===== src/rtl/conv_encoder.sv =====
// conv_encoder: rate-1/2 convolutional encoder, constraint length K.
// Converts a framed serial bit stream into 2-bit symbol pairs for the Viterbi decoder path.
//
// Optional feature macro: CONV_ENC_TAIL_EN
//   defined   - each frame is followed by K-1 zero tail bits, so every frame starts and
//               ends in state 0; the last tail pair carries out_last.
//   undefined - no tail; the in_last bit's own pair carries out_last and the shift register
//               is cleared on that handshake.
//
// Ports:
//   clk, rst             rising-edge clock, synchronous active-high reset
//   in_valid/in_ready    input handshake; in_bit is the information bit, in_last ends a frame
//   out_valid/out_ready  output handshake; out_pair[0]/[1] are the G0/G1 parities
//   out_last             marks the final pair of a frame
//   busy                 a tail is in progress or an output pair is held
module conv_encoder #(
  parameter int unsigned  K  = 3,
  parameter logic [K-1:0] G0 = 3'b111,
  parameter logic [K-1:0] G1 = 3'b101
) (
  input  logic       clk,
  input  logic       rst,
  input  logic       in_valid,
  output logic       in_ready,
  input  logic       in_bit,
  input  logic       in_last,
  output logic       out_valid,
  input  logic       out_ready,
  output logic [1:0] out_pair,
  output logic       out_last,
  output logic       busy
);

  logic [K-2:0] sr_q, sr_d;
  logic         out_valid_q, out_valid_d;
  logic [1:0]   out_pair_q, out_pair_d;
  logic         out_last_q, out_last_d;

  logic         slot_free;
  logic         load;      // encode one bit and load the output slot this cycle
  logic         enc_bit;   // data bit or tail zero
  logic         last_bit;  // the pair being loaded ends the frame
  logic [K-1:0] v;

  // Slot may be (re)loaded when empty or when its current pair leaves this cycle.
  assign slot_free = !out_valid_q || out_ready;

`ifdef CONV_ENC_TAIL_EN
  typedef enum logic [0:0] {StRun, StTail} state_e;

  localparam logic [2:0] TailLast = 3'(K - 2);

  state_e     state_q, state_d;
  logic [2:0] tail_cnt_q, tail_cnt_d;

  always_comb begin
    state_d    = state_q;
    tail_cnt_d = tail_cnt_q;
    load       = 1'b0;
    enc_bit    = 1'b0;
    last_bit   = 1'b0;
    in_ready   = 1'b0;
    unique case (state_q)
      StRun: begin
        in_ready = !rst && slot_free;
        if (in_valid && in_ready) begin
          load    = 1'b1;
          enc_bit = in_bit;
          if (in_last) begin
            state_d    = StTail;
            tail_cnt_d = '0;
          end
        end
      end
      StTail: begin
        if (slot_free) begin
          load       = 1'b1;
          tail_cnt_d = tail_cnt_q + 3'd1;
          if (tail_cnt_q == TailLast) begin
            last_bit = 1'b1;
            state_d  = StRun;
          end
        end
      end
      default: state_d = StRun;
    endcase
  end

  always_ff @(posedge clk) begin
    if (rst) begin
      state_q    <= StRun;
      tail_cnt_q <= '0;
    end else begin
      state_q    <= state_d;
      tail_cnt_q <= tail_cnt_d;
    end
  end

  assign busy = (state_q == StTail) || out_valid_q;
`else
  always_comb begin
    in_ready = !rst && slot_free;
    load     = in_valid && in_ready;
    enc_bit  = in_bit;
    last_bit = in_last;
  end

  assign busy = out_valid_q;
`endif

  always_comb begin
    v           = {enc_bit, sr_q};
    sr_d        = sr_q;
    out_valid_d = out_valid_q && !out_ready;
    out_pair_d  = out_pair_q;
    out_last_d  = out_last_q;
    if (load) begin
      sr_d        = v[K-1:1];
      out_valid_d = 1'b1;
      out_pair_d  = {^(v & G1), ^(v & G0)};
      out_last_d  = last_bit;
`ifndef CONV_ENC_TAIL_EN
      // Without a tail the trellis is not terminated; restart the next frame from state 0.
      if (last_bit) sr_d = '0;
`endif
    end
  end

  always_ff @(posedge clk) begin
    if (rst) begin
      sr_q        <= '0;
      out_valid_q <= 1'b0;
      out_pair_q  <= '0;
      out_last_q  <= 1'b0;
    end else begin
      sr_q        <= sr_d;
      out_valid_q <= out_valid_d;
      out_pair_q  <= out_pair_d;
      out_last_q  <= out_last_d;
    end
  end

  assign out_valid = out_valid_q;
  assign out_pair  = out_pair_q;
  assign out_last  = out_last_q;

endmodule


===== config.mk =====
export PLATFORM = sky130hd
export DESIGN_NAME = conv_encoder
export DESIGN_NICKNAME = d
export VERILOG_FILES = /design/src/rtl/conv_encoder.sv
export SDC_FILE = /design/constraint.sdc
export NUM_CORES = 1
export LEC_CHECK = 0
export ABC_CLOCK_PERIOD_IN_PS = 1200
export BUFFER_PORTS_ARGS = -buffer_cell sky130_fd_sc_hd__buf_4
export CAP_MARGIN = 20
export CELL_PAD_IN_SITES_DETAIL_PLACEMENT = 0
export CELL_PAD_IN_SITES_GLOBAL_PLACEMENT = 1
export CORE_AREA = 2 2 39 41
export DETAILED_ROUTE_END_ITERATION = 8
export DIE_AREA = 0 0 41 43
export PLACE_DENSITY = 0.56
export SLEW_MARGIN = 20
export SYNTH_ARGS = -nofsm -noshare
export SYNTH_HDL_FRONTEND = slang
export SYNTH_SLANG_ARGS = --single-unit

===== constraint.sdc =====
create_clock -name clk -period 1.2 [get_ports clk]
set_clock_uncertainty 0.05 [all_clocks]
set_input_delay 0.3 -clock clk [delete_from_list [all_inputs] [get_ports clk]]
set_output_delay 0.3 -clock clk [all_outputs]
set_load 0.05 [all_outputs]

==> flow_summary.toml <==
[outcome]
status = "finished with violations"
failed_checks = "negative setup slack"

[die]
die_height_um = 43
rows = 14
die_area_mm2 = 0.001763
dieWidth_um = 41
core_mm2 = 0.001384
io_pins = 12
start_util = 0.2188

[power]
power_density_mw_per_mm2 = 1234
p_leak_nw = 0.1989
peakVddDrop_v = 0.0006671
power_uw = 578.8

[clock_network]
clk_path_buf_depth = 2
clockRootBuffer = "clkbuf_4"
htree_levels = 1
cts_tree = "done"
insertion_delay_ns = 0.25
clk_pin_slew_ns = 0.05
cts_buffers = 3
cts_hold_buf = 0
clock-sinks = 6

[place]
portBuffers = 11
hpwl_um = 486.1
place.gp.congestion = 0.7860
place_ws_ns = -0.04576

[global_route]
grt_overflow_total = 0
antenna_found_initial = 0
track_usage = 0.1046
grt_pass1_wl_um = 1166
grt_pass1_vias = 280
grt_max_degree = 10

[cells_and_area]
nNetsFinal = 54
area_growth_pct = 54.96
drive_gt1_frac = 0.4894
antenna_cells = 0

[drt]
ant_nets = 0
num_vias = 258
dr.pass1.iters = 1
post_drt_via_cell_ratio = 4.095
wl_met2_um = 338
drc = 0
routed_wl_um = 673
wl_met1_um = 289
drt_iter0_markers = 0
top_layer = "met3"
route.met3.wl_um = 45
wl_per_cell_um = 10.68

[timing]
tightest_slew_ns = 0.2091
clock.fmax_ghz = 0.7232
setup_slack_ns = -0.1827
holdWs_ns = 0.2502
setup_tns_ns = -0.4149
slew_viol_final = 0
period_minus_slack_ns = 1.383
setup_violations = 3
final-hold-violation-count = 0
rsz0062_at_grt = "true"
slew_headroom = 0.8596
finalCritPeriodShare = 1.152

[synthesis]
synth.area.top_cells = "dfxtp_1, mux2i_1, nand2b_1, nand4b_1, a21oi_1"
yosys_warnings = 0
synth_top_cell_by_area = "dfxtp_1"
syn_avg_cell_area_um2 = 9.767
synth_area_um2 = 302.8
seq_area_frac_synth = 0.3967
ys_async_sr_fraction = 0
synth_most_common_cell = "dfxtp_1"
synth_nets = 37
synthTopCellsByCount = "dfxtp_1, a21oi_1, nand2b_1, nor2_1"
synthCells = 31
ys_ff_latch = 6
synth_top_area_frac = 0.3967
synth_edf_count = 0
ys.flop_type = "dfxtp_1"
ys_types = 16

[worst_setup_path]
regToRegSetupSlack_ns = 0.08
cp-start-kind = "flop"
worstReg2RegStart = "busy"
slowest_stage = "dfxtp_4"
r2r-end = "out_pair[0]"
worstPathCellList = "and2b_2 > nor2_4 > buf_6"
crit_required_ns = 0.85
cp-endpoint = "in_ready"
critical_path_class = "flop to primary output"
reg2regPathDepth = 4
cpPeakStageDelay_ns = 0.34
cp_data_arrival_time_ns = 1.03
crit_fanout = 2
critPathLaunch = "busy"
endpoint_kind = "primary output"

[job]
maxCapViolations = 0

[worst_hold_path]
hp-class = "input port to flop"
[worst max-delay path: cells and delay by family, from the launching register on]
kind / cells / cell delay [ns]
flops: 1 / 0.34
buf+inv: 1 / 0.15
simple gates: 2 / 0.29
[stage by stage]
step / cells / util / area (um2)
final: 63 / 0.3391 / 469.2
after global routing: 63 / 0.3391 / 469.2
after CTS: 62 / 0.3282 / 454.2
after detailed placement: 57 / 0.2957 / 409.1
after global placement: 57 / 0.2957 / 409.1
after floorplan: 31 / - / 314.1
[worst min path at each step]
stage,startpoint,slack [ns],endpoint,depth (start not counted)
after CTS,rst,0.24,busy,2
after floorplan,in_valid,0.37,busy,2
after detailed placement,out_pair[1],0.42,out_pair[1],2
after global placement,out_pair[1],0.41,out_pair[1],2
final,rst,0.25,busy,2
after global routing,rst,0.25,busy,2
[timing repair]
| action | in CTS | in global routing |
|---|---|---|
| buffers inserted | 1 | 1 |
| pin swaps | 1 | 1 |
| endpoints found under the setup margin | 1 | 5 |
| resized for setup | 3 | 3 |
[report_power, final]
part           internal [mW]  total, mW  leakage (nW)  switching, mW
registers              0.209      0.215        0.0498        0.00541
clock network          0.127      0.213        0.0150         0.0862
logic                 0.0641      0.151         0.134         0.0868
total                  0.400      0.579         0.199          0.178
[cells by family after synthesis]
logic type      after synthesis  share of synthesized area
buf+inv                       2                    0.04957
mux                           2                    0.06612
compound gates                6                    0.09914
flops                         6                     0.3967
xor+xnor                      2                    0.05786
simple gates                 13                     0.3306
[sequential cells by signal, summed over array words and instances (netlist names)]
register / cells
busy: 1
out_last: 1
out_pair: 2
sr_q: 2
[routing by layer]
layer  track usage  vias to the layer above
met3       0.07853                        0
met5             0                        -
met4       0.04000                        0
met1        0.1100                      111
met2        0.1531                        6
li1              -                      141
[final cells by class]
type | count | area (um2)
fill | 148 | 914.6
timing repair buffer | 14 | 123.9
multi-input combinational | 23 | 175.2
tap | 16 | 20.02
clock buffer | 4 | 26.28
sequential | 6 | 123.9
[cells in the final DEF, fill, tap and decap left out, drive strengths merged]
cell / netlist / routed
nand2b: 4 / 4
mux2i: 2 / 2
xor2: 1 / 1
nand3: 1 / 1
o21ai: 3 / 3
dfxtp: 6 / 6
clkbuf: 0 / 4
a21oi: 3 / 3
nor2: 4 / 4
nand4b: 2 / 2
buf: 2 / 14
and2b: 1 / 1
nor2b: 1 / 1
xnor2: 1 / 1
Power figures use the tool's default switching activity.
